## config.mk

```make
export PLATFORM = sky130hd
export DESIGN_NAME = pipe_hazard_ctrl_flat
export DESIGN_NICKNAME = d
export VERILOG_FILES = /design/src/rtl/pipe_hazard_if.sv /design/src/rtl/pipe_hazard_ctrl.sv /design/src/flat_wrapper.sv
export SDC_FILE = /design/constraint.sdc
export NUM_CORES = 1
export LEC_CHECK = 0
export CORE_AREA = 4 4 69 71
export CTS_BUF_LIST = sky130_fd_sc_hd__clkbuf_4 sky130_fd_sc_hd__clkbuf_8 sky130_fd_sc_hd__clkbuf_16
export CTS_CLUSTER_DIAMETER = 150
export DETAILED_ROUTE_END_ITERATION = 16
export DIE_AREA = 0 0 73 75
export PLACE_DENSITY = 0.8
export SLEW_MARGIN = 30
export SYNTH_ARGS = -nofsm -noshare
export SYNTH_HDL_FRONTEND = slang
export SYNTH_SLANG_ARGS = --single-unit
```

## constraint.sdc

```tcl
create_clock -name clk -period 2.4 [get_ports clk]
set_input_delay 0.48 -clock clk [delete_from_list [all_inputs] [get_ports clk]]
set_output_delay 0.48 -clock clk [all_outputs]
set_load 0.03 [all_outputs]
```

## src/rtl/pipe_hazard_if.sv

```systemverilog
// Bundle between the pipeline datapath and the hazard controller: decode/EX
// fields toward the controller, latch qualifiers and stall count back.
interface pipe_hazard_if #(
  parameter int CNT_W = 16
);
  logic [31:0]      id_instruc;
  logic [31:0]      ex_instruc;
  logic             ex_mem_read;
  logic             ex_muldiv;
  logic             branch_taken;
  logic             pc_en;
  logic             if_id_en;
  logic             id_ex_en;
  logic             id_ex_bubble;
  logic             if_id_flush;
  logic             ex_mem_bubble;
  logic [CNT_W-1:0] stall_cycles;
  logic             fsm_busy;

  // Handshake: no valid/ready. Every field is sampled each cycle. The
  // qualifiers are a same-cycle function of the fields and the controller
  // state, and they act on the latches at the next rising clock edge.
  modport master (
    output id_instruc, ex_instruc, ex_mem_read, ex_muldiv, branch_taken,
    input  pc_en, if_id_en, id_ex_en, id_ex_bubble, if_id_flush,
           ex_mem_bubble, stall_cycles, fsm_busy
  );

  modport slave (
    input  id_instruc, ex_instruc, ex_mem_read, ex_muldiv, branch_taken,
    output pc_en, if_id_en, id_ex_en, id_ex_bubble, if_id_flush,
           ex_mem_bubble, stall_cycles, fsm_busy
  );
endinterface

```

## src/rtl/pipe_hazard_ctrl.sv

```systemverilog
// Hazard/stall controller for the 5-stage core: load-use stalls, taken-branch
// flushes, mul/div EX occupancy, and a saturating stall-cycle counter.
module pipe_hazard_ctrl #(
  parameter int MULDIV_LAT = 4,
  parameter int CNT_W      = 16
) (
  input logic         clk,
  input logic         reset,
  pipe_hazard_if.slave hz
);

  typedef enum logic {RUN, BUSY} state_t;

  localparam logic [7:0] FREEZE_CNT = 8'(MULDIV_LAT - 1);

  state_t           state, state_next;
  logic [7:0]       cnt, cnt_next;
  logic [CNT_W-1:0] stall_q;

  logic pc_en_c, if_id_en_c, id_ex_en_c;
  logic id_ex_bubble_c, if_id_flush_c, ex_mem_bubble_c;

  logic [4:0] id_rs, id_rt, ex_rt;
  logic       load_use;

  assign id_rs = hz.id_instruc[25:21];
  assign id_rt = hz.id_instruc[20:16];
  assign ex_rt = hz.ex_instruc[20:16];

  // Register 0 is hardwired zero, so a load targeting it never stalls.
  assign load_use = hz.ex_mem_read && (ex_rt != 5'd0) &&
                    ((ex_rt == id_rs) || (ex_rt == id_rt));

  wire unused_instr_bits = ^{hz.id_instruc[31:26], hz.id_instruc[15:0],
                             hz.ex_instruc[31:21], hz.ex_instruc[15:0]};

  always_ff @(posedge clk or negedge reset) begin
    if (!reset) begin
      state   <= RUN;
      cnt     <= 8'd0;
      stall_q <= '0;
    end else begin
      state <= state_next;
      cnt   <= cnt_next;
      if (!pc_en_c && (stall_q != {CNT_W{1'b1}})) begin
        stall_q <= stall_q + 1'b1;
      end
    end
  end

  always_comb begin
    state_next      = state;
    cnt_next        = cnt;
    pc_en_c         = 1'b0;
    if_id_en_c      = 1'b0;
    id_ex_en_c      = 1'b0;
    id_ex_bubble_c  = 1'b0;
    if_id_flush_c   = 1'b0;
    ex_mem_bubble_c = 1'b0;
    // Outputs are gated by reset so everything reads zero while it is held.
    if (reset) begin
      case (state)
        RUN: begin
          if (hz.ex_muldiv) begin
            ex_mem_bubble_c = 1'b1;
            cnt_next        = FREEZE_CNT;
            state_next      = BUSY;
          end else if (hz.branch_taken) begin
            pc_en_c        = 1'b1;
            if_id_en_c     = 1'b1;
            id_ex_en_c     = 1'b1;
            if_id_flush_c  = 1'b1;
            id_ex_bubble_c = 1'b1;
          end else if (load_use) begin
            id_ex_en_c     = 1'b1;
            id_ex_bubble_c = 1'b1;
          end else begin
            pc_en_c    = 1'b1;
            if_id_en_c = 1'b1;
            id_ex_en_c = 1'b1;
          end
        end
        BUSY: begin
          if (cnt > 8'd1) begin
            ex_mem_bubble_c = 1'b1;
            cnt_next        = cnt - 8'd1;
          end else begin
            pc_en_c    = 1'b1;
            if_id_en_c = 1'b1;
            id_ex_en_c = 1'b1;
            cnt_next   = 8'd0;
            state_next = RUN;
          end
        end
        default: state_next = RUN;
      endcase
    end
  end

  assign hz.pc_en         = pc_en_c;
  assign hz.if_id_en      = if_id_en_c;
  assign hz.id_ex_en      = id_ex_en_c;
  assign hz.id_ex_bubble  = id_ex_bubble_c;
  assign hz.if_id_flush   = if_id_flush_c;
  assign hz.ex_mem_bubble = ex_mem_bubble_c;
  assign hz.stall_cycles  = stall_q;
  assign hz.fsm_busy      = (state == BUSY);

endmodule

```

## src/flat_wrapper.sv

```systemverilog
// flat-port wrapper written by rule: the top's interface ports become plain ports
module pipe_hazard_ctrl_flat 
#(
  parameter int MULDIV_LAT = 4,
  parameter int CNT_W      = 16
)
  (clk, reset, hz_id_instruc, hz_ex_instruc, hz_ex_mem_read, hz_ex_muldiv, hz_branch_taken, hz_pc_en, hz_if_id_en, hz_id_ex_en, hz_id_ex_bubble, hz_if_id_flush, hz_ex_mem_bubble, hz_stall_cycles, hz_fsm_busy);
  pipe_hazard_if #(.CNT_W(CNT_W)) hz_i ();
  input logic clk;
  input logic reset;
  input wire logic [$bits(hz_i.id_instruc)-1:0] hz_id_instruc;
  input wire logic [$bits(hz_i.ex_instruc)-1:0] hz_ex_instruc;
  input wire logic [$bits(hz_i.ex_mem_read)-1:0] hz_ex_mem_read;
  input wire logic [$bits(hz_i.ex_muldiv)-1:0] hz_ex_muldiv;
  input wire logic [$bits(hz_i.branch_taken)-1:0] hz_branch_taken;
  output wire logic [$bits(hz_i.pc_en)-1:0] hz_pc_en;
  output wire logic [$bits(hz_i.if_id_en)-1:0] hz_if_id_en;
  output wire logic [$bits(hz_i.id_ex_en)-1:0] hz_id_ex_en;
  output wire logic [$bits(hz_i.id_ex_bubble)-1:0] hz_id_ex_bubble;
  output wire logic [$bits(hz_i.if_id_flush)-1:0] hz_if_id_flush;
  output wire logic [$bits(hz_i.ex_mem_bubble)-1:0] hz_ex_mem_bubble;
  output wire logic [$bits(hz_i.stall_cycles)-1:0] hz_stall_cycles;
  output wire logic [$bits(hz_i.fsm_busy)-1:0] hz_fsm_busy;
  assign hz_i.id_instruc = hz_id_instruc;
  assign hz_i.ex_instruc = hz_ex_instruc;
  assign hz_i.ex_mem_read = hz_ex_mem_read;
  assign hz_i.ex_muldiv = hz_ex_muldiv;
  assign hz_i.branch_taken = hz_branch_taken;
  assign hz_pc_en = hz_i.pc_en;
  assign hz_if_id_en = hz_i.if_id_en;
  assign hz_id_ex_en = hz_i.id_ex_en;
  assign hz_id_ex_bubble = hz_i.id_ex_bubble;
  assign hz_if_id_flush = hz_i.if_id_flush;
  assign hz_ex_mem_bubble = hz_i.ex_mem_bubble;
  assign hz_stall_cycles = hz_i.stall_cycles;
  assign hz_fsm_busy = hz_i.fsm_busy;
  pipe_hazard_ctrl #(.MULDIV_LAT(MULDIV_LAT), .CNT_W(CNT_W)) u_core (.clk(clk), .reset(reset), .hz(hz_i));
endmodule
```

# Word-level counts from Yosys, hierarchy flattened

Cells that the tools add are included.

Register bits after elaboration: 25
Latch bits: 0
RAM bits: 0
Memory bits (read-only): 0
Bits of input ports: 69
Output and inout bits: 23
Word-level logic and storage cells: 43
Memories: 0

Add/subtract/negate cells: 2
$mul: 0
Div/mod/pow operators: 0
Magnitude comparators: 1
Equal/unequal tests: 4
Shift operators: 0
Multiplexer cells: 25
Bitwise operators: 1
Reductions and logical operators: 7

Operators with widths:

| cell                                                                 | count |
|---|---|
| 1-bit two-way mux                                                    | 19 |
| 16-bit by 1-bit adder with 16-bit output, second input constant      | 1 |
| 8-bit two-way mux                                                    | 2 |
| 16-bit inequality test, second input constant                        | 1 |
| 8-bit case mux with 2 select lines                                   | 1 |
| 5-bit == test                                                        | 2 |
| 8-bit by 1-bit > comparator with 1-bit output, second input constant | 1 |
| 8-bit by 1-bit subtractor with 8-bit output, second input constant   | 1 |
| 1-bit case mux with 2 select lines                                   | 3 |
| 5-bit nonzero test                                                   | 1 |
| 1-bit logical AND                                                    | 3 |
| 2-bit inequality test, second input constant                         | 1 |
| 2-bit AND reduction                                                  | 1 |
| 1-bit logical NOT                                                    | 1 |
| 1-bit logical OR                                                     | 1 |
| 1-bit NOT                                                            | 1 |

# Depth between registers and ports, before layout

Word-level depth: 10
Depth in mapped cells: 9
Gate-level depth less buffers: 7

# Worst setup path after synthesis

No wires, ideal clock.

Kind: register -> output
Start: reg u_core.cnt[4]
End: out hz_pc_en
Arrival: 1.995 ns
Required time: 1.920 ns
Slack: -0.075 ns
Stages on the path, launching flop included: 8
Path buffers: 3
Cells stage by stage: dfrtp_1 > nor4_4 > o211ai_2 > o21ai_2 > o41a_1 > buf_6 > buf_6 > buf_4

Longest elaborated chain between the ends: 4

Ends and longest elaborated chain:

| element                                       | line                   | source |
|---|---|---|
| start, declared                               | pipe_hazard_ctrl.sv:17 | `logic [7:0] cnt, cnt_next;` |
| start signal, assigned                        | pipe_hazard_ctrl.sv:44 | `cnt <= cnt_next;` |
| 8-bit by 1-bit > comparator with 1-bit output | pipe_hazard_ctrl.sv:84 | `if (cnt > 8'd1) begin` |
| 1-bit two-way mux                             | n/a                    |  |
| 1-bit case mux with 2 select lines            | n/a                    |  |
| 1-bit two-way mux                             | n/a                    |  |
| end, declared                                 | flat_wrapper.sv:16     | `output wire logic [$bits(hz_i.pc_en)-1:0] hz_pc_en;` |

No other way between the ends.

# Worst setup path after layout

Start: reg u_core.cnt[6]
End: out hz_if_id_en

Longest elaborated chain between the ends: 4

Ends and longest elaborated chain:

| element                                       | line                   | source |
|---|---|---|
| 8-bit by 1-bit > comparator with 1-bit output | pipe_hazard_ctrl.sv:84 |  |
| 1-bit two-way mux                             | pipe_hazard_ctrl.sv:84 |  |
| 1-bit case mux with 2 select lines            | pipe_hazard_ctrl.sv:62 | `case (state)` |
| 1-bit two-way mux                             | pipe_hazard_ctrl.sv:61 | `if (reset) begin` |
| end, declared                                 | flat_wrapper.sv:17     | `output wire logic [$bits(hz_i.if_id_en)-1:0] hz_if_id_en;` |

No other way between the ends.

==> impl_metrics.env <==
export IMPL_fin_cells=267
export IMPL_dieWidth_um=73
export IMPL_cts_sinks=25
export IMPL_swShare_pct=46.5
export IMPL_grt_start_max_net_pins=28
export IMPL_worstPathArrival_ns=1.91
export IMPL_grt_antenna_before_repair=0
export IMPL_hpwl_mm=2.75
export IMPL_root_buffer="clkbuf_8"
export IMPL_synthesis_nets=227
export IMPL_finalMaxSlewViolations=0
export IMPL_clk_pin_slew_ns=0.10
export IMPL_period_minus_slack_ns=2.39
export IMPL_grt_pass1_vias=1388
export IMPL_drc=0
export IMPL_netlist_area_um2=1550
export IMPL_cp_max_fo=4
export IMPL_timing_rr_start="u_core.cnt[6]"
export IMPL_nets=288
export IMPL_start_util_pct=36.6
export IMPL_timing_setup_tns_ns=0
export IMPL_tritoncts="built"
export IMPL_seq_power_share_pct=31.3
export IMPL_die_h_um=75
export IMPL_grt_pass1_wl_mm=5.95
export IMPL_reg2reg_depth=9
export IMPL_portBuffers=42
export IMPL_ant_nets=0
export IMPL_drive_gt1_share_pct=25.6
export IMPL_numCtsBuffers=3
export IMPL_synthToLayoutAreaGrowth_pct=45.5
export IMPL_pwr_share_clk_pct=10.4
export IMPL_status="complete, no violations"
export IMPL_finalClockSkew_ns=0.00710
export IMPL_multiInputGateArea_um2=945
export IMPL_synth_seq_cells=25
export IMPL_utilization_pct=53.2
export IMPL_synthMuxAreaShare_pct=0.728
export IMPL_grt_use_total_pct=13.6
export IMPL_synth_xor_area_share_pct=13.6
export IMPL_hold_viol_final=0
export IMPL_fmax_mhz=418
export IMPL_worstMarginPinSlew_ns=0.341
export IMPL_min_from="u_core.hz.stall_cycles[11]"
export IMPL_gr_total_overflow=0
export IMPL_required_ns=1.92
export IMPL_n_antenna_cell=0
export IMPL_r2r_slack_ns=0.20
export IMPL_finalCritPeriodShare_pct=99.6
export IMPL_via_per_inst=5.28
export IMPL_pwr_share_comb_pct=58.3
export IMPL_vias=1410
export IMPL_fp_row_count=24
export IMPL_core_um2=4230
export IMPL_yosys_top_cells_area="dfrtp_1, xor2_1, nor2_1, nor3_2, nor4_2"
export IMPL_yosysSeqAreaShare_pct=40.4
export IMPL_timing_rr_end="u_core.hz.stall_cycles[11]"
export IMPL_power_density_nw_per_um2=1140
export IMPL_totalWireLength_mm=3.82
export IMPL_synthAdderAreaFrac_pct=2.43
export IMPL_htreeDepth=1
export IMPL_ys_warnings_count=0
export IMPL_synth_top_area_share_pct=40.4
export IMPL_synth_simple_area_share_pct=27.5
export IMPL_min_delay_path_depth=1
export IMPL_holdPathEnd="u_core.hz.stall_cycles[11]"
export IMPL_synth_compound_gate_area_share_pct=11.9
export IMPL_fill_cells=378
export IMPL_first_pass_iters=4
export IMPL_yosysTopAreaCell="dfrtp_1"
export IMPL_syn_avg_cell_area_um2=9.99
export IMPL_critical_path_class="flop to output port"
export IMPL_finalSetupViolCount=0
export IMPL_ctsLongestPathBuffers=2
export IMPL_synth_cell_types=38
export IMPL_switchingPower_mw=1.19
export IMPL_synth_top_family_by_area="simple AND/OR/NAND/NOR gates"
export IMPL_grt_setup_unrepaired="yes"
export IMPL_gp_congestion=0.770
export IMPL_internal_power_mw=1.37
export IMPL_post_drt_wl_per_cell_um=14.3
export IMPL_hp_class="flop to flop"
export IMPL_vdd_ir_drop_worst_mv=0.340
export IMPL_drt_initial_drc_count=38
export IMPL_place_inst=257
export IMPL_max_cap_violations=0
export IMPL_clock_latency_ns=0.28
export IMPL_fin_worst_hold_slack_ns=0.485
export IMPL_io_pins=92
export IMPL_syn_inst=155
export IMPL_slew_headroom_pct=77.1
export IMPL_leakagePower_nw=0.978
export IMPL_end_kind="output port"
export IMPL_die_area_um2=5480
export IMPL_cp_start_kind="flop"
export IMPL_final_seq_area_um2=628
registers in the layout, summed over array words and instances, names as in the netlist:
| register | flops |
|---|---|
| u_core.hz.fsm_busy | 1 |
| u_core.hz.stall_cycles | 16 |
| u_core.cnt | 8 |
layer usage:
layer  wire [um]  up-vias  GRT usage, %
li1            -      673             -
met1        1550      684          15.7
met2        2020       49          25.4
met3         214        4          2.14
met4          41        0          4.92
met5           0        -             0
area by class of cell:
class / count / share of cell area [%]
Sequential cell: 25 / 27.9
Timing Repair Buffer: 61 / 24.4
Clock buffer: 3 / 1.83
Tap cell: 52 / 2.89
Clock inverter: 1 / 0.333
Multi-Input combinational cell: 121 / 41.9
Inverter: 4 / 0.667
cell families after synthesis:
kind of cell	after synthesis
AOI/OAI and AO/OA	26
xor gates and xnor gates	24
adders and majority gates	3
buffers and inverters	9
DFF	25
muxes	1
and+or+nand+nor	67
power by group through the flow:
stage | Sequential [mW] | Clock, mW | Combinational [mW]
after detailed placement | 0.801 | 0 | 1.34
after floorplan | 0.950 | 0 | 0.701
after global routing | 0.843 | 0.282 | 1.62
after global placement | 0.796 | 0 | 1.30
final | 0.803 | 0.266 | 1.49
after CTS | 0.795 | 0.274 | 1.38
cell usage in the layout, fill, tap and decap left out, drive strengths merged, types with 2 or more instances in the layout:
master / Yosys / final
buf: 4 / 25
o41ai: 4 / 4
a22o: 2 / 2
nand2: 10 / 10
o21ai: 11 / 11
nor2: 20 / 20
and3: 3 / 3
nor3: 10 / 10
nor4: 5 / 5
or3: 2 / 2
nand3: 5 / 5
dfrtp: 25 / 25
dlygate4sd2: 0 / 8
nor4b: 2 / 2
clkbuf: 1 / 4
xor2: 24 / 24
nand4: 5 / 5
inv: 4 / 4
clkdlybuf4s50: 0 / 25
a21oi: 2 / 2
ha: 3 / 3
cell usage after synthesis (all sizes together):
cell     n
and3     3
nor4b    2
o211ai   1
clkbuf   1
o41ai    4
o21ai   11
a22o     2
buf      4
o41a     1
a21oi    2
or4      1
or2      1
and2     1
dfrtp   25
nor4     5
xor2    24
nor3    10
ha       3
a21o     1
o31ai    1
nand2   10
nand2b   1
nand3    5
or3      2
nor2    20
a22oi    1
o21ba    1
a31oi    1
mux2     1
nor3b    1
inv      4
nand4    5
worst max path at each step:
stage	slack, ns	end	from	depth (start not counted)
floorplan	0.02	hz_pc_en	u_core.cnt[4]	7
global placement	-0.35	u_core.hz.stall_cycles[6]	hz_ex_instruc[18]	8
detailed placement	-0.41	u_core.hz.stall_cycles[10]	hz_ex_instruc[18]	8
CTS	0.009	hz_if_id_en	hz_ex_instruc[16]	5
global route	-0.05	hz_pc_en	u_core.cnt[3]	5
finish	0.009	hz_if_id_en	u_core.cnt[6]	5
worst max-delay path: stages (launching register included):
cell	delay, ns
dfrtp_2	0.45
nor4_4	0.34
o211ai_2	0.19
o21ai_4	0.16
o41a_1	0.31
buf_6	0.18
metrics by stage:
stage | setup slack [ns] | area (um^2) | total power [mW]
after floorplan | 0.0237 | 1560 | 1.65
after global placement | -0.347 | 2080 | 2.10
after detailed placement | -0.413 | 2080 | 2.14
after CTS | 0.00867 | 2150 | 2.45
after global routing | -0.0477 | 2250 | 2.74
final | 0.00929 | 2250 | 2.56
repair_timing:
item	4_1_cts	5_1_grt
endpoints found under the setup margin	12	13
hold endpoints to repair	0	0
buffers inserted	2	4
gates resized for setup	15	17
pin swaps	5	10
hold buffers	0	0
Power figures use the tool's default switching activity.
